`config.mk`:
```
export PLATFORM = sky130hd
export DESIGN_NAME = wb_port_arbiter
export DESIGN_NICKNAME = d
export VERILOG_FILES = /design/src/rtl/wb_port_arbiter.sv
export SDC_FILE = /design/constraint.sdc
export NUM_CORES = 1
export LEC_CHECK = 0
export ABC_AREA = 1
export CAP_MARGIN = 20
export CORE_ASPECT_RATIO = 0.6
export CORE_MARGIN = 2
export CORE_UTILIZATION = 50
export DETAILED_ROUTE_END_ITERATION = 10
export GPL_TIMING_DRIVEN = 0
export HOLD_SLACK_MARGIN = 0.15
export PLACE_DENSITY = 0.86
export SYNTH_ARGS = -nofsm -noshare
export SYNTH_HDL_FRONTEND = slang
export SYNTH_SLANG_ARGS = --single-unit
```
`constraint.sdc`:
```
create_clock -name clk_i -period 8.2 [get_ports clk_i]
set_input_delay 2.46 -clock clk_i [delete_from_list [all_inputs] [get_ports clk_i]]
set_output_delay 2.46 -clock clk_i [all_outputs]
set_load 0.1 [all_outputs]
```
`src/rtl/wb_port_arbiter.sv`:
```
// Arbiter for the shared register-file write port: in-order writeback wins, late
// long-latency results wait in a small FIFO and steal a slot when they starve.
module wb_port_arbiter #(
    parameter int unsigned DEPTH        = 2,
    parameter int unsigned STARVE_LIMIT = 4
) (
    input  logic                       clk_i,
    input  logic                       reset_i,
    input  logic                       wb_valid_i,
    input  logic                       wb_reg_write_i,
    input  logic [4:0]                 wb_rd_i,
    input  logic [31:0]                wb_result_i,
    input  logic                       lu_valid_i,
    output logic                       lu_ready_o,
    input  logic [4:0]                 lu_rd_i,
    input  logic [31:0]                lu_data_i,
    output logic                       rf_we_o,
    output logic [4:0]                 rf_rd_o,
    output logic [31:0]                rf_wd_o,
    output logic                       stall_w_o,
    output logic [$clog2(DEPTH):0]     lu_pending_o
);

    localparam int unsigned AW = $clog2(DEPTH);
    localparam int unsigned CW = AW + 1;
    localparam int unsigned GW = $clog2(STARVE_LIMIT + 1);
    localparam logic [CW-1:0] COUNT_FULL = CW'(DEPTH);
    localparam logic [GW-1:0] AGE_MAX    = GW'(STARVE_LIMIT);

    typedef enum logic [1:0] {
        GNT_NONE,
        GNT_WB,
        GNT_LU,
        GNT_STEAL
    } grant_e;

    logic [4:0]    mem_rd_q [DEPTH];
    logic [31:0]   mem_wd_q [DEPTH];
    logic [AW-1:0] rd_ptr_q, rd_ptr_d;
    logic [AW-1:0] wr_ptr_q, wr_ptr_d;
    logic [CW-1:0] count_q, count_d;
    logic [GW-1:0] age_q, age_d;

    grant_e grant;
    logic   wb_req, head_valid, steal, push, pop;

    assign wb_req     = wb_valid_i & wb_reg_write_i & (wb_rd_i != 5'd0);
    assign head_valid = (count_q != '0);
    assign steal      = head_valid & (age_q == AGE_MAX) & wb_req;

    // Ready looks at registered occupancy only, so a same-cycle pop never
    // opens a slot in a full FIFO and there is no lu_valid_i -> lu_ready_o path.
    assign lu_ready_o   = (count_q < COUNT_FULL);
    assign push         = lu_valid_i & lu_ready_o & (lu_rd_i != 5'd0);
    assign lu_pending_o = count_q;

    always_comb begin
        // NOTE: every output of this block gets a default first so no path
        // through the case leaves a signal unassigned (no latch inference).
        grant     = GNT_NONE;
        rf_we_o   = 1'b0;
        rf_rd_o   = wb_rd_i;
        rf_wd_o   = wb_result_i;
        stall_w_o = 1'b0;
        pop       = 1'b0;

        if (!reset_i)        grant = GNT_NONE;
        else if (steal)      grant = GNT_STEAL;
        else if (wb_req)     grant = GNT_WB;
        else if (head_valid) grant = GNT_LU;

        case (grant)
            GNT_STEAL: begin
                rf_we_o   = 1'b1;
                rf_rd_o   = mem_rd_q[rd_ptr_q];
                rf_wd_o   = mem_wd_q[rd_ptr_q];
                stall_w_o = 1'b1;
                pop       = 1'b1;
            end
            GNT_WB: begin
                rf_we_o = 1'b1;
            end
            GNT_LU: begin
                rf_we_o = 1'b1;
                rf_rd_o = mem_rd_q[rd_ptr_q];
                rf_wd_o = mem_wd_q[rd_ptr_q];
                pop     = 1'b1;
            end
            default: ;
        endcase
    end

    always_comb begin
        rd_ptr_d = rd_ptr_q;
        wr_ptr_d = wr_ptr_q;
        count_d  = count_q;
        age_d    = age_q;

        if (push) wr_ptr_d = wr_ptr_q + AW'(1);
        if (pop)  rd_ptr_d = rd_ptr_q + AW'(1);

        case ({push, pop})
            2'b10:   count_d = count_q + CW'(1);
            2'b01:   count_d = count_q - CW'(1);
            default: count_d = count_q;
        endcase

        // A pop hands the port to a fresh head, which starts waiting from zero.
        if (pop || !head_valid) age_d = '0;
        else if (age_q != AGE_MAX) age_d = age_q + GW'(1);
    end

    // NOTE: sequential state uses non-blocking assignments so every register
    // samples the pre-edge values regardless of statement order.
    always_ff @(posedge clk_i or negedge reset_i) begin
        if (!reset_i) begin
            rd_ptr_q <= '0;
            wr_ptr_q <= '0;
            count_q  <= '0;
            age_q    <= '0;
        end else begin
            rd_ptr_q <= rd_ptr_d;
            wr_ptr_q <= wr_ptr_d;
            count_q  <= count_d;
            age_q    <= age_d;
        end
    end

    // NOTE: the storage array has no reset; count_q alone decides which
    // entries are meaningful, so stale contents are never observed.
    always_ff @(posedge clk_i) begin
        if (push) begin
            mem_rd_q[wr_ptr_q] <= lu_rd_i;
            mem_wd_q[wr_ptr_q] <= lu_data_i;
        end
    end

endmodule

```
======== Yosys cells after proc, flatten, opt, wreduce, memory -nomap -nowiden ========
Memory sizes are Yosys's and may differ from the RTL's.
Cells that the tools add are included.
storage, ports and cells
  output and inout port bits .............. 42
  register bits ........................... 7
  memories kept ........................... 2
  RAM bits ................................ 74
cells by class
  equal/unequal tests ..................... 7
  reductions and logical operators ........ 9
  bitwise logic cells ..................... 6
  add/subtract/negate cells ............... 5
  magnitude comparators ................... 1
  mux-type cells .......................... 14
memory list
  name      words  bits a word  rd ports  clocked after memory_dff  wr ports  line  source
  mem_wd_q  2      32           1         0                         1         38    logic [31:0] mem_wd_q [DEPTH];
  mem_rd_q  2      5            1         0                         1         37    logic [4:0] mem_rd_q [DEPTH];
operators with widths
  kind                   count
  $mux W32               1
  $reduce_bool A5 Y1     2
  $mux W2                4
  $and A1 B1 Y1          6
  $eq A2 B2 Y1 const B   3
  $mux W3                2
  $reduce_bool A2 Y1     3
  $mux W1                5
  $mux W5                1
  $eq A2 B1 Y1 const B   2
  $pmux W2 S2            1
  $add A3 B1 Y3 const B  1
  $eq A3 B3 Y1 const B   1
  $ne A3 B3 Y1 const B   1
  $reduce_or A3 Y1       1
  $add A1 B1 Y1 const B  2
  $add A2 B1 Y2 const B  1
  $lt A2 B2 Y1 const B   1
  $reduce_or A2 Y1       1
  $sub A2 B1 Y2 const B  1
  $logic_not A1 Y1       1
  $logic_or A1 B1 Y1     1

======== Logic depth before layout (Yosys ltp) ========
Gate-level depths: netlist of the first run.
  depth in word-level cells ............... 10
  depth in mapped cells ................... 11

======== Least setup slack after synthesis of the first run ========
No wires, ideal clock.
  path kind ............................... input -> output
  start ................................... input wb_valid_i
  end ..................................... output rf_we_o
  stages on the path ...................... 4
  data arrival time ....................... 4.094 ns
  path buffers ............................ 0
  setup slack ............................. 1.646 ns
  cell sequence ........................... nand2_1 > inv_1 > nand2_1 > a21oi_1
on the way
  word-level cells in the longest chain between the ends .. 8
  elaborated cells on any way between the ends .. 11
RTL lines
  what                                                 line    source
  from (decl)                                          9       input logic wb_valid_i,
  $and A1 B1 Y1 * (2 in series)                        47      assign wb_req = wb_valid_i & wb_reg_write_i & (wb_rd_i != 5'd0);
  $mux W2 / $and A1 B1 Y1 (equally long branches)      69, 49
  $mux W2 *                                            68      else if (steal) grant = GNT_STEAL;
  $mux W2 *                                            67      if (!reset_i) grant = GNT_NONE;
  $eq A2 B2 Y1 / $eq A2 B1 Y1 (equally long branches)  72      case (grant)
  $reduce_or A3 Y1 (no source line) *                  n/a
  $mux W1 *                                            72
  to (decl)                                            17      output logic rf_we_o,
Mark *: on every way between the ends. The rest lies on a longest branch, timed or not.

======== Worst setup path in the final report of the first run ========
  start ................................... input reset_i
  end ..................................... output rf_wd_o[27]
on the way
  word-level cells in the longest chain between the ends .. 4
  elaborated cells on any way between the ends .. 5
RTL lines
  what                                 line  source
  from (decl)                          8     input logic reset_i,
  $mux W2 *                            67
  $eq A2 B2 Y1                         72
  $reduce_or A2 Y1 (no source line) *  n/a
  $mux W32 *                           n/a
  to (decl)                            19    output logic [31:0] rf_wd_o,
Marks and branches as above.

==> results of run 1 <==
[power groups by stage]
stage | registers [uW] | logic, uW | clock network, uW
6_report | 569 | 1090 | 414
5_1_grt | 576 | 1160 | 438
4_1_cts | 569 | 1100 | 419
3_5_place_dp | 577 | 1090 | 0
3_3_place_gp | 577 | 1060 | 0
2_1_floorplan | 610 | 776 | 0
[kinds of logic after synthesis]
kind of cell    count (synthesis)  synth area share
flops                          81             0.638
compound gates                  6           0.00798
fa+ha+maj                       3           0.00998
simple gates                  249             0.287
xor+xnor                        3           0.00699
buf+inv                        34            0.0506
[cells in the final DEF, fill, tap and decap left out]
cell	n
a21oi_1	3
buf_12	1
buf_16	1
buf_2	13
buf_4	2
buf_6	3
bufinv_16	2
clkbuf_1	4
clkbuf_16	9
clkbuf_8	1
clkdlybuf4s50_1	120
clkinv_1	1
dfrtp_1	7
edfxtp_1	74
ha_1	3
inv_1	13
inv_2	1
nand2_1	195
nand2_2	1
nand3_1	29
nand3_2	12
nand4_1	2
nor2_1	6
nor2_4	2
nor2_8	1
nor3_1	1
o21ai_0	3
xnor2_1	1
xor2_1	2
[sequential cells by signal, indices dropped and copies added, names as in the netlist]
name / count
mem_wd_q: 64
mem_rd_q: 10
age_q: 3
lu_pending_o: 2
rd_ptr_q: 1
wr_ptr_q: 1
[worst paths after layout]
kind | startpoint | endpoint | slack [ns] | cells past startpoint
min in group asynchronous | reset_i | age_q[2]$_DFFE_PN0P_ | 2.42 | 1
max reg2reg | age_q[0]$_DFFE_PN0P_ | lu_pending_o[1]$_DFFE_PN0P_ | 5.97 | 11
min reg2reg | wr_ptr_q$_DFFE_PN0P_ | wr_ptr_q$_DFFE_PN0P_ | 0.47 | 2
min | wr_ptr_q$_DFFE_PN0P_ | wr_ptr_q$_DFFE_PN0P_ | 0.47 | 2
max | reset_i | rf_wd_o[27] | 0.58 | 8
max in group asynchronous | reset_i | lu_pending_o[1]$_DFFE_PN0P_ | 5.50 | 1
[layout make-up]
class	count	area, um^2
sequential	81	2400
fill	522	1830
timing repair buffer	121	1230
multi-input combinational	261	1180
clock buffer	13	250
buffer	20	138
tap	104	130
clock inverter	3	63.8
inverter	14	52.6
[through the flow]
stage	utilization	hold slack [ns]	power, uW	area [um^2]
3_3_place_gp	0.701	0.454	1640	5090
6_report	0.749	0.473	2080	5440
4_1_cts	0.749	0.474	2090	5440
2_1_floorplan	-	0.442	1390	3760
5_1_grt	0.749	0.530	2180	5440
3_5_place_dp	0.705	0.462	1670	5130
[per-layer routing]
metal	track usage	vias to the layer above	wire length, um
met3	0.0686	8	812
li1	-	1503	-
met2	0.379	128	4340
met1	0.295	1377	3720
met5	0	-	0
met4	0.0714	0	70
[tightest hold or removal path, stage by stage, from the launching register on]
cell	delay [ns]
dfrtp_1	0.34
nand2_1	0.05
nand2_1	0.05
==> results.cfg, run 1 <==
[floorplanning]
ioPinCount = 121
initial_core_util = 0.517
die_h_um = 71.2
die_x_um = 116
coreArea_mm2 = 0.00727
die_area_mm2 = 0.00825
rows = 24

[placed_design]
gp_congestion = 0.719
portBuffers = 120
place_inst = 601
place_hpwl_um = 6470
place_ws_ns = 0.578

[yosys]
yosysSeqAreaShare = 0.638
async_flop_share = 0.0864
yosysMostFrequentCell = nand2_1
ys.flop_type = edfxtp_1
synth_cell_type_count = 22
netlist.area_leader.share = 0.591
ys_ff_latch = 81
synthCells = 376
syn_nets = 458
avgSynthCellArea_um2 = 10.0
yosysTopAreaCell = edfxtp_1
synth_edf_count = 74
yosys-top-cells-area = edfxtp_1, nand2_1, dfrtp_1
syn_area_mm2 = 0.00376
ys_warn_count = 0
netlist_top_cells_count = nand2_1, edfxtp_1, nand3_1, inv_1, buf_2

[clocking]
path_clk_slew_ns = 0.05
insertion_delay_ns = 0.32
post_cts_buffers = 0
htree_levels = 3
cts_buffers = 9
cts-root-buf = clkbuf_16
cts_buffer_depth = 2
clock-sinks = 81
cts-resized-gates = 0
cts_tree = built
cts_hold_buffers = 0

[finish]
final_cells = 617
final_nets = 590
insertedDiodeCount = 0
drive_gt1_frac = 0.0955
area_delta_synth_final_pct = 44.7

[sta]
finalHoldViolations = 0
setup_violations = 0
fin_crit_ns = 7.62
fin_crit_sh = 0.929
tightest_slew_ns = 1.01
slew_violations = 0
skew_ns = 0.00403
finalWorstSetupSlack_ns = 0.582
slew_headroom = 0.328
clock.fmax_mhz = 131
tns_ns = 0
rsz0062_at_grt = false

[power_and_ir_drop]
intPower_uw = 1090
power_frac_seq = 0.274
clock_power_share = 0.199
combPwrFrac = 0.526
p_leak_uw = 0.00231
power_density_mw_per_mm2 = 381
sw_frac_of_total = 0.474
p_switching_uw = 984
ir_worst_vdd_v = 0.000246

[global_routing]
grt.total_usage = 0.229
grt_pass1_wl_um = 14200
grt_pass1_vias = 2984
overflow = 0
antenna_found_initial = 0
grt_max_degree = 38

[route]
dr.pass1.iters = 4
drc = 0
vias_per_cell = 4.89
avgRoutedWirePerCell_um = 14.5
vias = 3016
drt_iter0_markers = 189
routed_wl_um = 8940
ant_nets = 0

[hold_path]
min_path_type = reg -> reg

[outcome]
outcome = complete, no violations

[critical_path]
worst_ep_required_time_ns = 5.74
slowest_stage = clkdlybuf4s50_1
crit_type = in -> out
startpoint_type = input port
crit_arrival_ns = 5.16
crit_fanout = 10
endpoint_kind = output port
crit_family = buffers and inverters
slowest_delay_ns = 1.13
path_buf_inv = 5
crit_chain = clkdlybuf4s50_1, inv_1, nor2_8, buf_6, buf_6, nand3_1, nand2_1, clkdlybuf4s50_1

[run]
drv_cap = 0
(Power assumes the default switching activity.)
==> inputs of run 2 (changes only) <==
- CORE_UTILIZATION: 50 -> 52
- CTS_BUF_LIST: not set -> sky130_fd_sc_hd__clkbuf_4
- PLACE_DENSITY: 0.86 -> 0.85
- SLEW_MARGIN: not set -> 20
==> run 2 against run 1 <==
Net effect:
- die area shrank 3.7%
- via count rose by 1.9%
- first-iteration DRC count is 3.7% lower
- critical path depth did not move
- worst hold slack gained 0.025 ns
- register-to-register slack improved by 0.06 ns
- routed wire length increased by 4.1%
- critical endpoint is now rf_wd_o[9]
- largest cell class unchanged
==> results.cfg, run 2 (synthesized netlist as in run 1, its figures left out) <==
[floorplanning]
die_area_mm2 = 0.00795
coreArea_mm2 = 0.00682
rows = 23
ioPinCount = 121
die_x_um = 114
initial_core_util = 0.551
die_h_um = 69.9

[global_routing]
grt.total_usage = 0.250
grt_pass1_wl_um = 15200
grt_max_degree = 20
use_met3 = 0.0764
antenna_found_initial = 0
use_met2 = 0.427
grtUsageMet1 = 0.310
overflow = 0
grt_pass1_vias = 3241
grt.busiest_layer = met2

[power_and_ir_drop]
clock_power_share = 0.117
combPwrFrac = 0.583
p_switching_uw = 979
power_frac_seq = 0.300
p_leak_uw = 0.00224
sw_frac_of_total = 0.518
intPower_uw = 910
power_density_mw_per_mm2 = 359
ir_worst_vdd_v = 0.000202

[sta]
slew_headroom = 0.326
hold-worst-slack_ns = 0.498
tightest_slew_ns = 1.01
clock.fmax_mhz = 131
tns_ns = 0
fin_crit_sh = 0.931
setup_violations = 0
rsz0062_at_grt = false
fin_crit_ns = 7.63
finalHoldViolations = 0
slew_violations = 0
skew_ns = 0.00792

[clocking]
cts_buffer_depth = 2
cts_buffers = 9
cts_tree = built
cts_hold_buffers = 0
cts-root-buf = clkbuf_4
htree_levels = 3
insertion_delay_ns = 0.43
clock-sinks = 81
post_cts_buffers = 0
cts-resized-gates = 0
path_clk_slew_ns = 0.12

[critical_path]
rr_endpoint = lu_pending_o[1]$_DFFE_PN0P_
crit_fanout = 10
worst_ep_required_time_ns = 5.74
rrSetupSlack_ns = 6.03
rr_worst_depth = 11
reg2reg_from = age_q[0]$_DFFE_PN0P_
endpoint_kind = output port
startpoint_type = input port
crit_arrival_ns = 5.17
crit_type = in -> out

[placed_design]
place_inst = 585
gp_congestion = 0.725
portBuffers = 120
place_hpwl_um = 6730

[finish]
drive_gt1_frac = 0.0992
insertedDiodeCount = 0
top_regs = mem_wd_q: 64 flops, mem_rd_q: 10 flops, age_q: 3 flops
largest_reg_flops = 64
final_common_cell = nand2_1
area_delta_synth_final_pct = 39.9
final_cells = 601
final_nets = 591
largest_register = mem_wd_q
mostFrequentLayoutCells = nand2_1, clkdlybuf4s50_1, edfxtp_1, nand3_1

[hold_path]
whs_path_depth = 2
hold_end = wr_ptr_q$_DFFE_PN0P_
min_path_type = reg -> reg
holdCritStartpoint = wr_ptr_q$_DFFE_PN0P_

[route]
routed_wl_um = 9300
vias_per_cell = 5.11
avgRoutedWirePerCell_um = 15.5
ant_nets = 0
drc = 0
drt_iter0_markers = 182
vias = 3074
dr.pass1.iters = 4

[run]
drv_cap = 0

[outcome]
outcome = complete, no violations
[run 2: cell count changes in the layout (fill, tap and decap cells not counted)]
cell / delta
clkbuf_1: -3
clkinv_2: +1
buf_16: +1
clkinv_1: +2
clkbuf_16: -9
clkinvlp_4: +2
clkbuf_4: +9
bufinv_16: -1
clkbuf_8: -1
[run 2: layout make-up]
class | count | area (um^2)
multi-input cells | 261 | 1180
flip-flops and latches | 81 | 2400
clock inverters | 7 | 61.3
repair buffers | 122 | 1260
plain buffers | 20 | 138
inverters | 14 | 52.6
well taps | 87 | 109
clock buffers | 9 | 67.6
fillers | 459 | 1560
[run 2: layer usage]
metal | up-vias | wire [um] | share of wire
li1 | 1510 | - | -
met2 | 117 | 4570 | 0.49
met3 | 6 | 775 | 0.083
met1 | 1441 | 3910 | 0.42
met5 | - | 0 | 0
met4 | 0 | 53 | 0.0057
[run 2: critical path, stage by stage]
cell	delay [ns]
clkdlybuf4s50_1	0.70
inv_1	0.20
nor2_8	0.17
buf_6	0.16
buf_6	0.15
nand3_1	0.09
nand2_1	0.08
clkdlybuf4s50_1	1.14
[run 2: through the flow]
step | total power, uW | instance area (um^2) | util | worst slack (ns)
after floorplan | 1390 | 3760 | - | 1.65
after global placement | 1640 | 5070 | 0.743 | 0.606
after detailed placement | 1680 | 5130 | 0.753 | 0.575
after CTS | 1900 | 5260 | 0.771 | 0.545
after global routing | 1990 | 5260 | 0.771 | 0.388
final | 1890 | 5260 | 0.771 | 0.565
[run 2: power groups by stage]
stage	clock [uW]	combinational (uW)	sequential (uW)
finish	221	1100	567
CTS	227	1100	568
floorplan	0	776	610
global placement	0	1060	577
detailed placement	0	1100	577
global route	240	1170	575
[run 2: how the worst max path moves through the flow]
stage,start,end,slack (ns),depth (start not counted)
finish,reset_i,rf_wd_o[9],0.57,8
global route,reset_i,rf_wd_o[9],0.39,8
CTS,reset_i,rf_wd_o[9],0.54,8
detailed placement,reset_i,rf_wd_o[1],0.57,8
global placement,reset_i,stall_w_o,0.61,8
floorplan,wb_valid_i,rf_we_o,1.65,4
